--- config.mk ---
export PLATFORM = sky130hd
export DESIGN_NAME = axis_ofmaps_tx
export DESIGN_NICKNAME = d
export VERILOG_FILES = /design/src/rtl/ofmaps_tx_pkg.sv /design/src/rtl/ofmaps_tx_fifo.sv /design/src/rtl/axis_ofmaps_tx.sv
export SDC_FILE = /design/constraint.sdc
export NUM_CORES = 1
export LEC_CHECK = 0
export CORE_AREA = 2 2 229 231
export DETAILED_ROUTE_END_ITERATION = 10
export DIE_AREA = 0 0 231 233
export MAX_ROUTING_LAYER = met4
export PLACE_DENSITY = 0.76
export RECOVER_POWER = 50
export SYNTH_ARGS = -nofsm -noshare
export SYNTH_HDL_FRONTEND = slang
export SYNTH_SLANG_ARGS = --single-unit
--- constraint.sdc ---
create_clock -name clk -period 6.1 [get_ports clk]
set_input_delay 0.61 -clock clk [delete_from_list [all_inputs] [get_ports clk]]
set_output_delay 0.61 -clock clk [all_outputs]
set_load 0.02 [all_outputs]
--- src/rtl/ofmaps_tx_pkg.sv ---
// Shared types and helpers for the ofmaps AXI-Stream transmit path.
// FSM encoding plus a constant log2 helper for pointer/lane widths.
package ofmaps_tx_pkg;

  typedef enum logic [1:0] {
    IDLE = 2'd0,
    SEND = 2'd1,
    DONE = 2'd2
  } state_e;

  function automatic int clogb2(input int n);
    int r;
    r = 0;
    for (int i = 0; i < 31; i++) begin
      if ((1 << i) < n) r = i + 1;
    end
    return r;
  endfunction

endpackage

--- src/rtl/ofmaps_tx_fifo.sv ---
// Small synchronous word FIFO with count, flags and flush.
// Storage is cleared on reset so the head reads zero out of reset.
module ofmaps_tx_fifo
  import ofmaps_tx_pkg::*;
#(
  parameter int unsigned WIDTH = 128,
  parameter int unsigned DEPTH = 4
) (
  input  logic             clk_i,
  input  logic             rst_i,
  input  logic             flush_i,
  input  logic             push_i,
  input  logic [WIDTH-1:0] data_i,
  input  logic             pop_i,
  output logic [WIDTH-1:0] head_o,
  output logic             empty_o,
  output logic             full_o
);

  localparam int PTR_W = clogb2(DEPTH);
  localparam int CNT_W = PTR_W + 1;

  logic [WIDTH-1:0] mem_q [DEPTH];
  logic [PTR_W-1:0] wr_q;
  logic [PTR_W-1:0] rd_q;
  logic [CNT_W-1:0] cnt_q;
  logic             do_push;
  logic             do_pop;

  assign full_o  = (cnt_q == CNT_W'(DEPTH));
  assign empty_o = (cnt_q == '0);
  assign do_push = push_i & ~full_o;
  assign do_pop  = pop_i & ~empty_o;
  assign head_o  = mem_q[rd_q];

  always_ff @(posedge clk_i) begin
    if (rst_i) begin
      for (int i = 0; i < int'(DEPTH); i++) begin
        mem_q[i] <= '0;
      end
      wr_q  <= '0;
      rd_q  <= '0;
      cnt_q <= '0;
    end else if (flush_i) begin
      wr_q  <= '0;
      rd_q  <= '0;
      cnt_q <= '0;
    end else begin
      if (do_push) begin
        mem_q[wr_q] <= data_i;
        wr_q        <= wr_q + 1'b1;
      end
      if (do_pop) begin
        rd_q <= rd_q + 1'b1;
      end
      unique case ({do_push, do_pop})
        2'b10:   cnt_q <= cnt_q + 1'b1;
        2'b01:   cnt_q <= cnt_q - 1'b1;
        default: cnt_q <= cnt_q;
      endcase
    end
  end

endmodule

--- src/rtl/axis_ofmaps_tx.sv ---
// AXI4-Stream master returning ofmaps: buffers packed words and
// serializes each into PACK beats, with TLAST at the frame end.
module axis_ofmaps_tx
  import ofmaps_tx_pkg::*;
#(
  parameter int unsigned C_M_AXIS_TDATA_WIDTH = 32,
  parameter int unsigned PACK                 = 4,
  parameter int unsigned FIFO_DEPTH           = 4,
  parameter int unsigned LEN_WIDTH            = 16,
  parameter int unsigned IN_WIDTH = PACK * C_M_AXIS_TDATA_WIDTH
) (
  input  logic                              clk,
  input  logic                              rst,
  input  logic [IN_WIDTH-1:0]               in_data,
  input  logic                              in_valid,
  output logic                              in_ready,
  input  logic [LEN_WIDTH-1:0]              frame_len,
  input  logic                              start,
  input  logic                              clear,
  output logic                              busy,
  output logic                              done,
  output logic                              fifo_empty,
  output logic                              fifo_full,
  output logic [C_M_AXIS_TDATA_WIDTH-1:0]   M_AXIS_TDATA,
  output logic [C_M_AXIS_TDATA_WIDTH/8-1:0] M_AXIS_TSTRB,
  output logic                              M_AXIS_TLAST,
  output logic                              M_AXIS_TVALID,
  input  logic                              M_AXIS_TREADY
);

  localparam int W      = C_M_AXIS_TDATA_WIDTH;
  localparam int LANE_W = (PACK > 1) ? clogb2(PACK) : 1;

  state_e               state_q;
  logic [LEN_WIDTH-1:0] len_q;
  logic [LEN_WIDTH-1:0] beat_q;
  logic [LANE_W-1:0]    lane_q;
  logic                 busy_q;
  logic                 done_q;

  logic [IN_WIDTH-1:0]  head;
  logic                 hs;
  logic                 last;
  logic                 pop;
  logic                 push;

  assign in_ready = ~fifo_full;
  assign push     = in_valid & in_ready;

  ofmaps_tx_fifo #(
    .WIDTH (IN_WIDTH),
    .DEPTH (FIFO_DEPTH)
  ) u_fifo (
    .clk_i   (clk),
    .rst_i   (rst),
    .flush_i (clear),
    .push_i  (push),
    .data_i  (in_data),
    .pop_i   (pop),
    .head_o  (head),
    .empty_o (fifo_empty),
    .full_o  (fifo_full)
  );

  assign busy          = busy_q;
  assign done          = done_q;
  assign M_AXIS_TSTRB  = '1;
  assign M_AXIS_TVALID = busy_q & ~fifo_empty;
  assign M_AXIS_TLAST  = last;

  assign last = busy_q & (beat_q == len_q - LEN_WIDTH'(1));
  assign hs   = M_AXIS_TVALID & M_AXIS_TREADY;
  // Final beat pops the head too, dropping its unsent lanes.
  assign pop  = hs & ((lane_q == LANE_W'(PACK - 1)) | last);

  always_comb begin
    M_AXIS_TDATA = '0;
    for (int i = 0; i < int'(PACK); i++) begin
      if (lane_q == LANE_W'(i)) begin
        M_AXIS_TDATA = head[i*W +: W];
      end
    end
  end

  always_ff @(posedge clk) begin
    if (rst || clear) begin
      state_q <= IDLE;
      len_q   <= '0;
      beat_q  <= '0;
      lane_q  <= '0;
      busy_q  <= 1'b0;
      done_q  <= 1'b0;
    end else begin
      unique case (state_q)
        IDLE: begin
          done_q <= 1'b0;
          if (start) begin
            if (frame_len != '0) begin
              len_q   <= frame_len;
              beat_q  <= '0;
              lane_q  <= '0;
              busy_q  <= 1'b1;
              state_q <= SEND;
            end else begin
              done_q  <= 1'b1;
              state_q <= DONE;
            end
          end
        end
        SEND: begin
          if (hs) begin
            beat_q <= beat_q + 1'b1;
            lane_q <= pop ? '0 : lane_q + 1'b1;
            if (last) begin
              busy_q  <= 1'b0;
              done_q  <= 1'b1;
              state_q <= DONE;
            end
          end
        end
        DONE: begin
          done_q  <= 1'b0;
          state_q <= IDLE;
        end
        default: begin
          busy_q  <= 1'b0;
          done_q  <= 1'b0;
          state_q <= IDLE;
        end
      endcase
    end
  end

endmodule

# ---- Word-level counts from Yosys, hierarchy flattened
# Memory sizes are Yosys's and may differ from the RTL's. A register that Yosys moved wholly into a read port is not among the register bits.
# Cells that the tools add are included.
dict set report classes {
  bitwise_logic 11
  n_eq_ne 13
  n_mux 40
  add_sub_neg 7
  reduce_logical 14
}
# cell count
set ops {}
lappend ops {{two-way mux 128 bit} 1}
lappend ops {{two-way mux 32 bit} 4}
lappend ops {{OR reduction 128 bit} 1}
lappend ops {{two-way mux 16 bit} 3}
lappend ops {{one-hot mux 16 bit (2 select lines)} 1}
lappend ops {{two-way mux 2 bit} 11}
lappend ops {{adder 16 x 1 -> 16 bit (second input constant)} 1}
lappend ops {{== test 16 bit} 1}
lappend ops {{nonzero test 16 bit} 1}
lappend ops {{subtractor 16 x 1 -> 16 bit (second input constant)} 1}
lappend ops {{two-way mux 1 bit} 15}
lappend ops {{== test 2 bit (second input constant)} 4}
lappend ops {{inequality test 2 bit (second input constant)} 4}
lappend ops {{one-hot mux 2 bit (2 select lines)} 2}
lappend ops {{bitwise AND 1 bit} 7}
lappend ops {{adder 2 x 1 -> 2 bit (second input constant)} 3}
lappend ops {{== test 2 x 1 -> 1 bit (second input constant)} 3}
lappend ops {{one-hot mux 3 bit (2 select lines)} 1}
lappend ops {{AND reduction 3 bit} 2}
lappend ops {{AND reduction 5 bit} 1}
lappend ops {{logical NOT 2 bit} 2}
lappend ops {{AND reduction 4 bit} 1}
lappend ops {{nonzero test 2 bit} 2}
lappend ops {{adder 3 x 1 -> 3 bit (second input constant)} 1}
lappend ops {{10 further kinds} 12}
dict set report totals {
  elab_cells 95
  ramBits 512
  n_memories 1
  ff_bits 45
  output_inout_bits 43
  inputBits 150
}
# name words width rd rd_clocked_by_memory_dff wr line
set memory_table {}
lappend memory_table {u_fifo.mem_q 4 128 1 1 4 ofmaps_tx_fifo.sv:23} ;# logic [WIDTH-1:0] mem_q [DEPTH];

# ---- Logic depth before layout (Yosys ltp)
dict set report logic_depth {
  word_depth 10
  depth_mapped 17
  ltp_nobuf 15
}

# ---- Hierarchy
# Synthesis repeated with hierarchy kept, for this count alone.
dict set report hier_totals {
  cells_unflattened 1810
  hier_area_um2 25752.2
}
# mod area_per_inst_um2 cells_per_inst n_inst seq_area_each_um2
set modules_own_cells {}
lappend modules_own_cells {ofmaps_tx_fifo 22366.5 1292 1 15554.9}
lappend modules_own_cells {axis_ofmaps_tx 3385.7 518 1 760.7}

# ---- Least setup slack after synthesis
# Ideal clock, no wire load.
dict set report synth_timing {
  kind {register -> register}
  start {reg u_fifo.cnt_q[0]}
  end {mem u_fifo.mem_q[3][0], enable pin}
  path_slack_ns 1.417
  t_required_ns 5.605
  period_less_slack_ns 4.683
  n_path_buf 2
  path_stages_with_launch 7
  setup_time_ns 0.495
  arrival_ns 4.188
  cell_sequence {dfxtp_1 -> inv_1 -> nand3_1 -> and2_1 -> clkbuf_1 -> clkbuf_1 -> a41o_1}
}
# item line
set synth_rtl {}
lappend synth_rtl {{start, declared} ofmaps_tx_fifo.sv:26} ;# logic [CNT_W-1:0] cnt_q;
lappend synth_rtl {{start signal, assigned} ofmaps_tx_fifo.sv:57} ;# 2'b10: cnt_q <= cnt_q + 1'b1;
lappend synth_rtl {{start signal, assigned} ofmaps_tx_fifo.sv:58} ;# 2'b01: cnt_q <= cnt_q - 1'b1;
lappend synth_rtl {{start signal, assigned} ofmaps_tx_fifo.sv:59} ;# default: cnt_q <= cnt_q;
lappend synth_rtl {{end, declared} ofmaps_tx_fifo.sv:23}

==> run summary <==
Dividing the detail-routed wire length by the instance count gives 24.3 um. The signal on the critical path passes through inv_1, nand3_1, and2_0, clkbuf_1, a41o_4, buf_6. After clock tree synthesis, the setup repair step added 0 buffers.

Synthesized area divided by synthesized cell count: 14.3 um^2. Synthesis produced 1787 cells. The total count of hold-check failures in the final report is 0, and the top achievable clock speed is 0.186 GHz. The run finished, with violations left. IR analysis of the VDD net gives a maximum drop of 0.284 mV. Fill cells in the final layout number 3930. The number of antenna violations at the first check in global routing came out at 22.

The detailed-route via count is 15504. Among all flip-flop cells after synthesis, the most frequent one is edfxtp_1. By count the netlist is led by 512 x edfxtp_1, 386 x and2_1, 132 x and3_1, 128 x mux4_2, 115 x clkbuf_1.

Cells with a size suffix above 1 make up 12.9% of the layout. The first routing iteration left 1627 violations. Measured along the x axis, the die boundary spans 231 um.

The number of I/O port buffers came out at 188. The final critical-path required period came out at 5.39 ns. After synthesis the netlist holds a flip-flop and latch count of 559. CTS built an H-tree with a depth of 2.

The power density relative to cell area works out to 283 mW/mm^2. After global routing the overflow that remains totals 0. The clock-pin slew of the registers on the worst-case setup and hold paths works out to 0.06 ns. Startpoint class of the critical path: a flip-flop. The utilization after layout is 58.4%, and the internal reg-to-reg setup slack is 0.71 ns. After detailed routing, the number of remaining DRC violations is 0.

Setup repair after global routing left no endpoint under its margin. Entering global routing, the biggest net connects 129 pins. Once the floorplan was initialized, standard cells occupied 49.9% of the core.

The area growth from synthesis to layout is 17.1%. Setup violations remaining at the end of the flow were counted as 0. Clock latency on the worst-skew pair, taken at its later pin, is 0.64 ns. The die height came out at 233 um. The logs give 0.0255 mm^2 for the netlist area before placement and 4 for the max capacitance violation total.

Summed over all nets, the half-perimeter wirelength after detailed placement is 37.5 mm. Ranked by total cell area, the synthesized netlist is headed by edfxtp_1 60%, mux4_2 11%, and2_1 9.5%, dfxtp_1 3.7%, and3_1 3.2%. The count of final max-slew check failures is 338. The cell type group with the largest total delay on the critical path is buffers and inverters. The biggest cell delay along the critical path is 2.48 ns, and the required time of the worst setup path is 6.30 ns.

Across the routed clock network, the largest skew measured is 0.0217 ns. The net count of the finished layout is 2077. The largest fanout on the critical path was 128. The checks that failed: capacitance limit, slew limit. Setup slack on the critical path of the routed design comes to 0.711 ns. The largest total area in the synthesized netlist belongs to edfxtp_1. Via count of the first global-routing pass: 15641.

The vias per cell works out to 5.81. The detail route stage leaves a number of antenna-violating nets equal to 0. The most repeated cell in the gate-level netlist after synthesis was edfxtp_1. The buffer levels on the longest clock path was 3. The tools report the clock root buffer as clkbuf_16.

The floorplan core area was 0.0511 mm^2. For this block, the routed nets add up to 64.7 mm of wire. The die covers 0.0538 mm^2.

Of all flip-flops after synthesis, the portion carrying an async set or reset was 0%. The final critical path takes up 88.3% of the cycle. The worst slew margin relative to its limit was -139%; the path depth of the worst reg2reg path was 6. The first-pass GRT wire length is 96.4 mm, and the sum of negative setup slack is 0 ns. The logs give 83 for the site row count and 57 for the number of buffers inserted during clock tree synthesis. The distinct cell type count of the synthesized netlist is 56. After clock tree synthesis, the flow added hold-fix buffers numbering 0.

The minimum setup slack after placement was 1.98 ns. After synthesis, flip-flops and latches occupy 64.0% of the total area. The total leakage power is 0.0109 uW, and the count of boundary I/O pins is 193. For this design, the slowest cell found on the critical path is clkbuf_1. The synthesized design contains 512 enable-type register cells. CTS saw 559 sinks.

Counting both buffers and inverters, the worst setup path holds a total of 3. The startpoint identified for the worst hold timing path is done. The area share of the leading cell type in the synthesized netlist was 60.3%; the final RePlAce weighted congestion was 0.869.

Reg-to-reg critical path endpoint: u_fifo.mem_q[3][46]. For hold timing, the worst endpoint is done. The worst register-to-register path begins at u_fifo.cnt_q[0]. In this run the worst hold path is classified as flip-flop to flip-flop.

The critical setup path kind is flip-flop to flip-flop. For this run, the total global-route usage over all layers was measured as 24.7%. The worst hold path was traced through 2 stages. TritonCTS built the clock tree. The actual transition at the worst max-transition pin came out at 3.59 ns. For this run, the detailed router's first-pass iteration total came to 5. Data on the critical path arrives at its endpoint at 5.59 ns. After clock tree synthesis, the repair step resized 0 gates.

STA classifies the critical path endpoint as a flip-flop. For this run, the number of Yosys warnings is 0.
[cells by family after synthesis]
kind of cell / synth area share (%)
XOR/XNOR: 1.10
adder cells (fa/ha/maj): 0.422
multiplexers: 11.3
other: 0.0147
flip-flops: 64.0
AO/OA/AOI/OAI: 3.83
buffers and inverters: 2.51
AND/OR/NAND/NOR: 16.8
[stage by stage]
step	area, um^2	power (uW)	hold slack [ns]	instances
finish	29800	8450	0.483	2668
global route	29800	8710	0.506	2666
CTS	29800	8500	0.487	2646
detailed placement	28000	5020	0.479	2540
global placement	28000	5000	0.463	2540
floorplan	25500	4740	0.448	1790
[report_power, final]
part,internal [uW],switching [uW]
Clock,2020,1490
Sequential,4340,49.6
Combinational,239,311
[worst min-delay path: cells and delay by family (launching register included)]
family | cells | cell delay [ns]
DFF | 1 | 0.32
AOI/OAI and AO/OA | 1 | 0.07
buffers and inverters | 1 | 0.05
[final cells by class]
type	count	area, um^2	share of cell area, %
Sequential cell	559	16300	54.7
Multi-Input combinational cell	1070	8570	28.7
Timing Repair Buffer	213	2100	7.03
Clock buffer	68	1470	4.92
Tap cell	680	851	2.85
Clock inverter	38	413	1.38
Inverter	18	67.6	0.226
Antenna cell	22	55.1	0.184
[state kept, by name (all words and copies together), names as in the netlist, named ones only]
name          flops
u_fifo.mem_q    512
beat_q           16
u_fifo.wr_q       2
state_q           2
done              1
lane_q            2
busy              1
u_fifo.cnt_q      3
u_fifo.rd_q       2
len_q            16
[cells in the final DEF (no fill, tap or decap), types with 41 or more instances in the layout]
master / count
o21ai_0: 41
dfxtp_1: 45
edfxtp_1: 512
mux4_2: 128
nand2_1: 83
a21oi_1: 65
and2_1: 284
clkdlybuf4s50_1: 181
and2_0: 102
clkbuf_16: 57
and3_1: 132
nor2_1: 68
[how the worst max path moves through the flow]
| stage | start | endpoint | slack, ns | depth (start not counted) |
|---|---|---|---|---|
| after global placement | flip-flop | M_AXIS_TDATA[9] | 2.01 | 7 |
| after CTS | flip-flop | M_AXIS_TDATA[2] | 1.35 | 7 |
| after floorplan | u_fifo.cnt_q[0] | u_fifo.mem_q[3][0] | 1.42 | 6 |
| final | u_fifo.cnt_q[0] | u_fifo.mem_q[3][46] | 0.71 | 6 |
| after global routing | u_fifo.cnt_q[0] | u_fifo.mem_q[2][30] | 0.61 | 8 |
| after detailed placement | rst | u_fifo.mem_q[1][117] | 1.98 | 7 |
[layer usage]
metal / global-route usage [%] / share of wire, %
met1: 31.5 / 39
met4: 8.49 / 2.6
met2: 38.8 / 50
met3: 6.14 / 8.0
met5: - / 0
(Power assumes the default switching activity.)
